$ cat src/rtl/uart_pkg.sv
// uart_pkg: definitions shared by the UART transmitter and receiver.
//   uart_state_e : receiver/transmitter frame states
//   PAR_*        : parity_sel codes (2'b11 behaves as PAR_NONE)
//   STOP_*       : stop_sel codes
//   parity_on()  : true when a parity bit is present in the frame
package uart_pkg;

    typedef enum logic [2:0] {
        StIdle,
        StStart,
        StData,
        StParity,
        StStop,
        StDone
    } uart_state_e;

    localparam logic [1:0] PAR_NONE = 2'b00;
    localparam logic [1:0] PAR_ODD  = 2'b01;
    localparam logic [1:0] PAR_EVEN = 2'b10;

    localparam logic STOP_ONE = 1'b0;
    localparam logic STOP_TWO = 1'b1;

    function automatic logic parity_on(input logic [1:0] sel);
        return (sel == PAR_ODD) || (sel == PAR_EVEN);
    endfunction

endpackage

$ cat src/rtl/uart_sync.sv
// uart_sync: multi-flop synchronizer for an asynchronous single-bit input.
// Resets to 1 so an idle-high serial line does not produce a spurious edge.
//   clk_i : destination clock
//   rst_i : synchronous, active-high reset
//   d_i   : asynchronous input
//   q_o   : synchronized output (STAGES cycles of latency)
module uart_sync #(
    parameter int unsigned STAGES = 2
) (
    input  logic clk_i,
    input  logic rst_i,
    input  logic d_i,
    output logic q_o
);

    logic [STAGES-1:0] sync_q;

    always_ff @(posedge clk_i) begin
        if (rst_i) begin
            sync_q <= '1;
        end else begin
            sync_q <= {sync_q[STAGES-2:0], d_i};
        end
    end

    assign q_o = sync_q[STAGES-1];

endmodule

$ cat src/rtl/uart_rx.sv
// uart_rx: UART receiver, 8N1/8O2/etc. frames with runtime configuration.
//   mclk       : system clock
//   reset      : synchronous, active-high reset
//   baudrate   : mclk cycles per bit (4..65535)
//   parity_sel : 00/11 none, 01 odd, 10 even
//   stop_sel   : 0 one stop bit, 1 two stop bits
//   rxd        : asynchronous serial input, idle high
//   rdata      : last received byte, held until the next frame completes
//   valid      : one-cycle strobe when rdata and error flags update
//   parity_err : parity mismatch in the last frame
//   frame_err  : a stop-bit sample was 0 in the last frame
//   busy       : receiver is not idle
module uart_rx
    import uart_pkg::*;
#(
    parameter int unsigned SYNC_STAGES = 2,
    parameter int unsigned DATA_BITS   = 8
) (
    input  logic                 mclk,
    input  logic                 reset,
    input  logic [15:0]          baudrate,
    input  logic [1:0]           parity_sel,
    input  logic                 stop_sel,
    input  logic                 rxd,
    output logic [DATA_BITS-1:0] rdata,
    output logic                 valid,
    output logic                 parity_err,
    output logic                 frame_err,
    output logic                 busy
);

    localparam int unsigned BitW = $clog2(DATA_BITS + 1);
    localparam logic [BitW-1:0] LastBit = BitW'(DATA_BITS - 1);

    logic rxd_s;
    logic rxd_d_q;

    uart_state_e state_q, state_d;
    logic [15:0] cnt_q, cnt_d;
    logic [BitW-1:0] bit_q, bit_d;
    logic [DATA_BITS-1:0] shift_q, shift_d;
    logic [15:0] baud_q, baud_d;
    logic [1:0] par_q, par_d;
    logic stop2_q, stop2_d;
    logic stop_idx_q, stop_idx_d;
    logic perr_q, perr_d;
    logic ferr_q, ferr_d;
    logic [DATA_BITS-1:0] rdata_q, rdata_d;
    logic pe_q, pe_d;
    logic fe_q, fe_d;
    logic valid_q, valid_d;

    logic [15:0] limit;
    logic tick;
    logic exp_par;

    uart_sync #(
        .STAGES(SYNC_STAGES)
    ) u_sync (
        .clk_i(mclk),
        .rst_i(reset),
        .d_i  (rxd),
        .q_o  (rxd_s)
    );

    // START times out at half a bit so all later samples land mid-bit.
    assign limit   = (state_q == StStart) ? {1'b0, baud_q[15:1]} : baud_q;
    assign tick    = (cnt_q == limit - 16'd1);
    assign exp_par = (^shift_q) ^ (par_q == PAR_ODD);

    always_comb begin
        state_d    = state_q;
        cnt_d      = tick ? 16'd0 : cnt_q + 16'd1;
        bit_d      = bit_q;
        shift_d    = shift_q;
        baud_d     = baud_q;
        par_d      = par_q;
        stop2_d    = stop2_q;
        stop_idx_d = stop_idx_q;
        perr_d     = perr_q;
        ferr_d     = ferr_q;
        rdata_d    = rdata_q;
        pe_d       = pe_q;
        fe_d       = fe_q;
        valid_d    = 1'b0;

        unique case (state_q)
            StIdle: begin
                cnt_d = 16'd0;
                if (rxd_d_q && !rxd_s) begin
                    state_d = StStart;
                    baud_d  = baudrate;
                    par_d   = parity_sel;
                    stop2_d = stop_sel;
                    perr_d  = 1'b0;
                    ferr_d  = 1'b0;
                end
            end
            StStart: begin
                if (tick) begin
                    if (rxd_s) begin
                        state_d = StIdle;  // false start
                    end else begin
                        state_d = StData;
                        bit_d   = '0;
                    end
                end
            end
            StData: begin
                if (tick) begin
                    shift_d = {rxd_s, shift_q[DATA_BITS-1:1]};
                    bit_d   = bit_q + BitW'(1);
                    if (bit_q == LastBit) begin
                        state_d    = parity_on(par_q) ? StParity : StStop;
                        stop_idx_d = 1'b0;
                    end
                end
            end
            StParity: begin
                if (tick) begin
                    if (rxd_s != exp_par) begin
                        perr_d = 1'b1;
                    end
                    state_d    = StStop;
                    stop_idx_d = 1'b0;
                end
            end
            StStop: begin
                if (tick) begin
                    if (!rxd_s) begin
                        ferr_d = 1'b1;
                    end
                    if ((stop2_q == STOP_TWO) && !stop_idx_q) begin
                        stop_idx_d = 1'b1;
                    end else begin
                        state_d = StDone;
                    end
                end
            end
            StDone: begin
                rdata_d = shift_q;
                pe_d    = perr_q;
                fe_d    = ferr_q;
                valid_d = 1'b1;
                state_d = StIdle;
            end
            default: state_d = StIdle;
        endcase
    end

    always_ff @(posedge mclk) begin
        if (reset) begin
            rxd_d_q    <= 1'b1;
            state_q    <= StIdle;
            cnt_q      <= '0;
            bit_q      <= '0;
            shift_q    <= '0;
            baud_q     <= '0;
            par_q      <= PAR_NONE;
            stop2_q    <= STOP_ONE;
            stop_idx_q <= 1'b0;
            perr_q     <= 1'b0;
            ferr_q     <= 1'b0;
            rdata_q    <= '0;
            pe_q       <= 1'b0;
            fe_q       <= 1'b0;
            valid_q    <= 1'b0;
        end else begin
            rxd_d_q    <= rxd_s;
            state_q    <= state_d;
            cnt_q      <= cnt_d;
            bit_q      <= bit_d;
            shift_q    <= shift_d;
            baud_q     <= baud_d;
            par_q      <= par_d;
            stop2_q    <= stop2_d;
            stop_idx_q <= stop_idx_d;
            perr_q     <= perr_d;
            ferr_q     <= ferr_d;
            rdata_q    <= rdata_d;
            pe_q       <= pe_d;
            fe_q       <= fe_d;
            valid_q    <= valid_d;
        end
    end

    assign rdata      = rdata_q;
    assign valid      = valid_q;
    assign parity_err = pe_q;
    assign frame_err  = fe_q;
    assign busy       = (state_q != StIdle);

endmodule
$ cat config.mk
export PLATFORM = sky130hd
export DESIGN_NAME = uart_rx
export DESIGN_NICKNAME = d
export VERILOG_FILES = /design/src/rtl/uart_pkg.sv /design/src/rtl/uart_sync.sv /design/src/rtl/uart_rx.sv
export SDC_FILE = /design/constraint.sdc
export NUM_CORES = 1
export LEC_CHECK = 0
export ABC_AREA = 1
export CAP_MARGIN = 20
export CORE_MARGIN = 2
export CORE_UTILIZATION = 59
export CTS_CLUSTER_DIAMETER = 30
export DETAILED_ROUTE_END_ITERATION = 7
export GPL_TIMING_DRIVEN = 0
export PLACE_DENSITY = 0.8
export SLEW_MARGIN = 20
export SYNTH_ARGS = -nofsm -noshare
export SYNTH_HDL_FRONTEND = slang
export SYNTH_SLANG_ARGS = --single-unit
$ cat constraint.sdc
create_clock -name mclk -period 6.2 [get_ports mclk]
set_input_delay 0.93 -clock mclk [delete_from_list [all_inputs] [get_ports mclk]]
set_output_delay 0.93 -clock mclk [all_outputs]
set_load 0.05 [all_outputs]
==> results of run 1 <==
-- cell families after synthesis --
family / after synthesis
fa+ha+maj: 4
buf+inv: 88
xor+xnor: 16
flops: 67
compound gates: 89
simple gates: 362
-- cell type report --
cell class / instances / area (um^2) / area share [%]
Inverter: 66 / 248 / 5.32
Sequential cell: 67 / 1340 / 28.8
Buffer: 22 / 138 / 2.96
Tap cell: 80 / 100 / 2.15
Timing Repair Buffer: 32 / 320 / 6.88
Clock inverter: 7 / 68.8 / 1.48
Multi-Input combinational cell: 471 / 2320 / 49.8
Clock buffer: 9 / 124 / 2.66
-- per-layer routing --
metal / wire, um / vias to the layer above / track usage [%]
li1: - / 2102 / -
met1: 4380 / 1905 / 32.8
met2: 5100 / 114 / 51.6
met3: 464 / 22 / 6.19
met4: 253 / 0 / 10.8
met5: 0 / - / 0
-- metrics by stage --
step | util, % | worst slack, ns | power, mW | hold WS [ns]
after CTS | 69.3 | 3.14 | 2.50 | 0.423
after global placement | 66.4 | 3.21 | 2.10 | 0.390
after floorplan | - | 3.62 | 1.80 | 0.389
final | 69.3 | 3.10 | 2.51 | 0.418
after detailed placement | 66.4 | 3.16 | 2.13 | 0.405
after global routing | 69.3 | 2.87 | 2.74 | 0.445
-- flip-flops by register name (all words and copies together) (netlist names), 2 cells and up --
name,cells
cnt_q,16
shift_q,8
baud_q,16
state_q,3
par_q,2
rdata,8
u_sync.sync_q,2
bit_q,4
-- report_power, final --
part	leakage, nW	internal (mW)	switching [mW]	total [mW]
clock	0.0950	0.184	0.178	0.363
sequential	0.545	0.503	0.0559	0.559
combinational	1.36	0.514	1.07	1.59
-- cell usage in the layout (no fill, tap or decap), types with 5 or more instances in the layout --
cell type        Yosys  final
inv_1               60     60
nand2_2             11     11
dfxtp_1             67     67
nand2_1            159    159
nor3_1               5      5
a21oi_1             40     40
inv_2                6      6
xor2_1              12     12
nand4_1              9      9
buf_4                6      6
clkbuf_1             9      9
clkdlybuf4s50_1      0     32
nor2_1              83     83
nor2_2              10     10
o21ai_0             33     33
nand3_1             65     65
clkbuf_8             0      9
-- worst paths after layout --
path,from,endpoint,slack (ns),cells past startpoint
setup / recovery,state_q[0]$_SDFFE_PP0P_,cnt_q[5]$_SDFF_PP0_,3.10,18
hold / removal,u_sync.sync_q[0]$_SDFF_PP1_,u_sync.sync_q[1]$_SDFF_PP1_,0.42,1
hold reg to reg,u_sync.sync_q[0]$_SDFF_PP1_,u_sync.sync_q[1]$_SDFF_PP1_,0.42,1
setup reg to reg,state_q[0]$_SDFFE_PP0P_,cnt_q[5]$_SDFF_PP0_,3.10,18
-- critical path, cell delays in order, from the launching register on --
cell and delay, ns:
dfxtp_1 0.31, buf_4 0.16, inv_2 0.05, nor2_2 0.11
buf_6 0.15, nand3_1 0.08, nand2_2 0.16, ha_1 0.19
nand3_1 0.11, nor2_1 0.13, buf_4 0.19, nand3_1 0.09
nand3_1 0.13, nand2_1 0.08, nor3_2 0.25, nand3_4 0.20
nand3_2 0.23, buf_2 0.26, nor3_1 0.06
==> impl_metrics.toml, run 1 <==
[sta]
rsz0062_at_grt = "no"
hold_violations = 0
period_needed_ns = 3.10
fin_skew_ns = 0.0120
finalSetupViolations = 0
worst_pin_slew_ns = 0.639
max_freq_mhz = 323
finalCritPeriodShare_pct = 49.9
tns_ns = 0
finalMaxSlewViolations = 0
slew_headroom_pct = 57.2

[synth]
synth_most_common_cell = "nand2_1"
postSynthAreaPerCell_um2 = 6.46
synthAdderAreaFrac_pct = 1.24
synth_ff_type = "dfxtp_1"
synth-seq-area-share_pct = 33.2
syn_inst = 626
synth_commonest_cells = "nand2_1 (159), nor2_1 (83), dfxtp_1 (67)"
netlist_area_um2 = 4040
synth_cell_types = 40
synthMuxAreaShare_pct = 0
async_flop_share_pct = 0
synth_top_family_by_area = "simple AND/OR/NAND/NOR gates"
synthSimpleGateAreaFrac_pct = 40.4
synth_seq_cells = 67
synth-compound-area-share_pct = 12.2
synth.area.top_cells = "dfxtp_1 (33%), nand2_1 (15%), nand3_1 (8.0%), nor2_1 (7.7%), inv_1 (5.6%)"
post_synth_xor_area_fraction_pct = 3.47
synth_top_area_share_pct = 33.2
synth_nets = 652
yosys_warnings = 0
synth.largest_area_cell = "dfxtp_1"
synth_edf_count = 0

[die]
start_util_pct = 60.2
die_x_um = 86.8
dieArea_um2 = 7530
die_h_um = 86.8
rows = 30
io_pins = 34
fp.coreArea_um2 = 6720

[clocking]
post_cts_resized = 0
clk_root_buffer_cell = "clkbuf_8"
cts_sinks = 67
clock_latency_ns = 0.35
postCtsSetupRepairBufs = 0
path_clk_slew_ns = 0.08
cts_tree = "done"
cts_max_path_buffers = 2
cts_hold_buffers = 0
cts_buffers = 9
htreeDepth = 3

[global_route]
grt_antenna_before_repair = 0
grt.total_usage_pct = 28.6
grt_first_pass_wirelength_um = 17000
grt_max_degree = 13
first_global_vias = 3889
overflow = 0

[layout]
syn_to_final_growth_pct = 15.2
fin_area_um2 = 4660
diodes = 0
finish.cell_count_without_fillers = 754
drive_gt1_share_pct = 11.1
fillers = 632
final_nets = 695

[power_and_ir_drop]
ir_worst_vdd_mv = 0.200
leakage_nw = 2.00
powerDensity_nw_per_um2 = 539

[critical_path]
crit_fanout = 10
startpoint_type = "register"
end_kind = "register"
arrival_ns = 3.31
required_ns = 6.41
worstSetupPathType = "register to register"

[route]
drc_errors = 0
num_vias = 4143
vias_per_cell = 5.49
initialDrtViolationCount = 220
first_pass_iters = 5
antenna_left = 0
wl_um = 10200
avgRoutedWirePerCell_um = 13.5

[hold_path]
min_path_type = "register to register"

[run_status]
status = "complete, no violations"

[run]
maxCapViolations = 0

[placement]
place.gp.congestion = 0.973
post_dp_cell_area_um2 = 4460
placedCellCount = 738
post-dp-hpwl_um = 7950
io_buffers = 32
Power figures use the tool's default switching activity.
==> run 2, diff against run 1 <==
Settings changed: CORE_UTILIZATION 59 to 53, PLACE_DENSITY 0.8 to 0.76.
Clock period 6.2 ns to 2.5 ns, I/O delays scaled along.
==> impl_metrics.toml, run 2 (same netlist as run 1, synthesis figures left out) <==
[critical_path]
crit_start = "state_q[0]$_SDFFE_PP0P_"
required_ns = 2.79
arrival_ns = 3.00
cp_common_cell = "nor2_4"
startpoint_type = "register"
worstSetupPathType = "register to register"
critical_path.max_stage_delay_ns = 0.39
worstRegToRegCells = 20
critical_path.cell_chain = "inv_4 > nor2_4 > buf_6 > nand3_4 > nand2_4 > ha_4 > nand3_4 > nor2_4 > buf_6 > nand3_2 > nand2_2 > nand2_1 > inv_1 > nand3_2 > nor2_4 > nand3_4 > nor2_4 > buf_6 > nand2_4 > a21oi_2"
r2r_start = "state_q[0]$_SDFFE_PP0P_"
cpMaxStageDelayCell = "dfxtp_4"
end_kind = "register"
crit_fanout = 8

[die]
start_util_pct = 55.2
io_pins = 34
fp.coreArea_um2 = 7330
dieArea_um2 = 8340
die_x_um = 91.4
die_h_um = 91.4
rows = 31

[placement]
post-dp-hpwl_um = 8000
place_ws_ns = -0.437
placedCellCount = 757
place.gp.congestion = 0.951
io_buffers = 32

[clocking]
cts_sinks = 67
cts_hold_buffers = 0
cts_max_path_buffers = 2
cts_buffers = 9
path_clk_slew_ns = 0.07
clk_root_buffer_cell = "clkbuf_8"
cts_tree = "done"
clock_latency_ns = 0.36
htreeDepth = 3

[power_and_ir_drop]
leakage_nw = 2.20
internal_power_mw = 3.59
netSwitchingFraction_pct = 50.9
ir_worst_vdd_mv = 0.535
clockPowerShare_pct = 12.8
power_mw = 7.31
p_seq_share_pct = 19.3
power_switching_mw = 3.72
powerDensity_nw_per_um2 = 1420
combPwrFrac_pct = 67.9

[layout]
seq_area_um2 = 1350
diodes = 0
utilization_pct = 70.1
layout_commonest_cell = "nand2_1"
finish.cell_count_without_fillers = 798
top_regs = "baud_q (16), cnt_q (16)"
final_nets = 720
drive_gt1_share_pct = 20.9
syn_to_final_growth_pct = 27.2
multi_input_area_um2 = 2550
final_cell_mix = "nand2_1 (151), nor2_1 (74), dfxtp_1 (64), inv_1 (59), nand3_1 (53)"
fillers = 630

[global_route]
grt_max_degree = 13
grt_antenna_before_repair = 0
grt_first_pass_wirelength_um = 18400
first_global_vias = 4089
grt.total_usage_pct = 27.3
overflow = 0

[sta]
setup_ws_ns = -0.212
hold_violations = 0
fin_skew_ns = 0.0100
max_freq_mhz = 369
rsz0062_at_grt = "yes"
finalSetupViolations = 34
worst_pin_slew_ns = 0.823
finalCritPeriodShare_pct = 108
period_needed_ns = 2.71
finalMaxSlewViolations = 0
slew_headroom_pct = 44.6

[route]
num_vias = 4289
avgRoutedWirePerCell_um = 13.9
first_pass_iters = 7
initialDrtViolationCount = 239
wl_um = 11100
antenna_left = 0
vias_per_cell = 5.37
drc_errors = 0

[run_status]
violations = "negative setup slack"
status = "finished with violations"

[run]
maxCapViolations = 0

[hold_path]
hold-path-cell-count = 2
min_path_type = "primary input to register"
worstHoldStart = "reset"
run 2: cell types whose count changed in the layout (fill, tap and decap cells not counted), sizes merged:
cell           previous run  this run
clkinv                    4         2
dlygate4sd2               0         1
buf                      13        38
clkbuf                   18        19
clkdlybuf4s50            32        31
inv                      66        67
run 2: power groups by stage:
stage / logic [mW] / registers (mW) / clock network [mW]
6_report: 4.96 / 1.41 / 0.936
3_3_place_gp: 3.95 / 1.41 / 0
2_1_floorplan: 3.20 / 1.37 / 0
5_1_grt: 5.45 / 1.44 / 0.997
4_1_cts: 4.68 / 1.39 / 0.947
3_5_place_dp: 4.03 / 1.41 / 0
run 2: final timing paths:
| kind | to | slack (ns) |
|---|---|---|
| setup / recovery | bit_q[2]$_SDFFE_PP0P_ | -0.21 |
| hold / removal | bit_q[3]$_SDFFE_PP0P_ | 0.24 |
| setup reg to reg | bit_q[2]$_SDFFE_PP0P_ | -0.21 |
| hold reg to reg | u_sync.sync_q[1]$_SDFF_PP1_ | 0.42 |
run 2: per-stage QoR:
step           instance area, um^2  TNS [ns]  hold WS, ns
5_1_grt                       5140     -9.93        0.252
2_1_floorplan                 4110         0        0.389
4_1_cts                       5050     -1.69        0.241
6_report                      5140     -5.40        0.244
3_5_place_dp                  4550    -10.21        0.409
3_3_place_gp                  4550     -9.62        0.396
run 2: worst max-delay path: cells and delay by family, from the launching register on:
kind                     cells  cell delay, ns
flip-flops                   1            0.39
adder cells (fa/ha/maj)      1            0.14
AO/OA/AOI/OAI                1            0.12
AND/OR/NAND/NOR             13            1.39
buffers and inverters        5            0.57
run 2: layout make-up:
type                       count  share of cell area (%)
buffer                        21                    2.82
clock buffer                  10                    2.68
clock inverter                 6                    1.24
inverter                      66                    4.96
multi-input combinational    471                    49.5
sequential                    67                    26.3
tap                           99                    2.41
timing repair buffer          58                    10.1
run 2: what timing repair did:
item / in CTS / in global routing
endpoints found under the setup margin: 33 / 53
buffers inserted: 20 / 4
gates resized for setup: 38 / 28
gates cloned: 2 / 0
pin swaps: 25 / 12
run 2: routing by layer:
metal  part of all wire [%]  GRT usage (%)  vias to the layer above
li1                       -              -                     2151
met1                     43           33.3                     1954
met2                     49           47.0                      157
met3                    5.4           4.90                       27
met4                    2.6           11.5                        0
met5                      0              0                        -
==> run 3, diff against run 2 <==
Settings changed: CELL_PAD_IN_SITES_DETAIL_PLACEMENT set to 1, CELL_PAD_IN_SITES_GLOBAL_PLACEMENT set to 2, CORE_UTILIZATION 53 to 29, PLACE_DENSITY 0.76 to 0.75.
==> impl_metrics.toml, run 3 (same netlist as run 1, synthesis figures left out) <==
[run_status]
status = "finished with violations"
violations = "negative setup slack"

[critical_path]
required_ns = 2.78
crit_start = "state_q[0]$_SDFFE_PP0P_"
worstRegToRegCells = 20
r2r-end = "bit_q[3]$_SDFFE_PP0P_"
worstSetupPathType = "register to register"
r2r_slack_ns = -0.31
crit_fanout = 8
startpoint_type = "register"
r2r_start = "state_q[0]$_SDFFE_PP0P_"
end_kind = "register"
arrival_ns = 3.09

[power_and_ir_drop]
powerDensity_nw_per_um2 = 1460
leakage_nw = 2.25
ir_worst_vdd_mv = 0.362

[hold_path]
worstHoldEndpoint = "bit_q[1]$_SDFFE_PP0P_"
hold-path-cell-count = 2
min_path_type = "primary input to register"
worstHoldStart = "reset"

[layout]
syn_to_final_growth_pct = 34.6
fin_area_um2 = 5440
final_nets = 715
fillers = 1766
diodes = 0
final_cell_mix = "nand2_1 (152), nor2_1 (70), dfxtp_1 (64), inv_1 (59), nand3_1 (52)"
top_regs = "baud_q (16), cnt_q (16)"
drive_gt1_share_pct = 22.0
layout_commonest_cell = "nand2_1"
utilization_pct = 39.5

[sta]
max_freq_mhz = 356
slew_headroom_pct = 49.1
worst_pin_slew_ns = 0.757
fin_skew_ns = 0.00629
rsz0062_at_grt = "yes"
hold_ws_ns = 0.265
finalSetupViolations = 33
hold_violations = 0
period_needed_ns = 2.81
finalCritPeriodShare_pct = 112
finalMaxSlewViolations = 0
setup_ws_ns = -0.306

[clocking]
cts_buffers = 9
cts_tree = "done"
cts_sinks = 67
path_clk_slew_ns = 0.06
cts_max_path_buffers = 2
clock_latency_ns = 0.35
clk_root_buffer_cell = "clkbuf_16"
htreeDepth = 3

[route]
wl_um = 13400
initialDrtViolationCount = 158
vias_per_cell = 4.80
avgRoutedWirePerCell_um = 15.4
drc_errors = 0
first_pass_iters = 4
num_vias = 4198
antenna_left = 0

[die]
io_pins = 34
die_x_um = 122
die_h_um = 122
start_util_pct = 29.4
rows = 43
fp.coreArea_um2 = 13800
dieArea_um2 = 14900

[global_route]
grt.total_usage_pct = 19.2
first_global_vias = 4380
grt_first_pass_wirelength_um = 21900
grt_antenna_before_repair = 0
overflow = 0
grt_max_degree = 13

[placement]
io_buffers = 32
post-dp-hpwl_um = 10300
post_dp_cell_area_um2 = 4660
place.gp.congestion = 0.882

[run]
maxCapViolations = 0
==> run 3: worst max-delay path by stage <==
stage | to | slack (ns)
global route | bit_q[3]$_SDFFE_PP0P_ | -0.47
finish | bit_q[3]$_SDFFE_PP0P_ | -0.31
floorplan | stop_idx_q$_SDFFE_PP0P_ | 0.008
global placement | cnt_q[5]$_SDFF_PP0_ | -0.64
CTS | bit_q[3]$_SDFFE_PP0P_ | -0.26
detailed placement | cnt_q[5]$_SDFF_PP0_ | -0.67
==> run 3: what timing repair did <==
| action | 4_1_cts | 5_1_grt |
|---|---|---|
| pin swaps | 21 | 15 |
| hold buffers | 0 | 0 |
| resized for setup | 56 | 33 |
| setup endpoints to repair | 34 | 44 |
| buffers inserted | 14 | 3 |
| cloned | 3 | 1 |
==> run 3: worst max-delay path, cell delays in order, from the launching register on <==
cell     delay [ns]
dfxtp_4        0.38
inv_4          0.04
nor2_4         0.14
buf_6          0.15
nand3_4        0.09
nand2_8        0.09
ha_4           0.14
nand3_4        0.08
nor2_4         0.17
buf_6          0.15
nand3_2        0.07
nand2_1        0.09
nand2_1        0.05
inv_1          0.06
nand3_2        0.09
nor2_4         0.13
nand3_4        0.19
nor2_4         0.25
buf_6          0.17
nand2_2        0.05
a21oi_2        0.13
==> run 3: power by group <==
group	internal, mW	switching (mW)
Sequential	1.26	0.159
Combinational	1.80	3.27
Clock	0.906	0.523
Total	3.97	3.95
==> run 3: area by class of cell <==
type | count | area [um^2] | share of cell area [%]
Tap cell | 180 | 225 | 4.14
Inverter | 66 | 258 | 4.74
Clock inverter | 5 | 85.1 | 1.56
Timing Repair Buffer | 53 | 519 | 9.54
Sequential cell | 67 | 1350 | 24.9
Clock buffer | 11 | 243 | 4.46
Multi-Input combinational cell | 471 | 2610 | 47.9
Buffer | 21 | 151 | 2.78
==> run 3: per-stage QoR <==
| stage | setup TNS, ns | cells | total power [mW] | setup WS, ns |
|---|---|---|---|---|
| after floorplan | 0 | 626 | 4.58 | 0.00770 |
| after global placement | -15.91 | 838 | 5.62 | -0.636 |
| after detailed placement | -16.92 | 838 | 5.71 | -0.667 |
| after CTS | -6.97 | 871 | 7.83 | -0.264 |
| after global routing | -14.27 | 874 | 8.65 | -0.473 |
| final | -8.59 | 874 | 7.93 | -0.306 |
==> run 3: routing by layer <==
layer  wire length (um)  track usage [%]  vias up  share of wire (%)
met4                226             7.54        0                1.7
li1                   -                -     2147                  -
met2               6710             33.8       52                 50
met1               6080             23.3     1987                 45
met5                  0                0        -                  0
met3                404             3.23       12                3.0
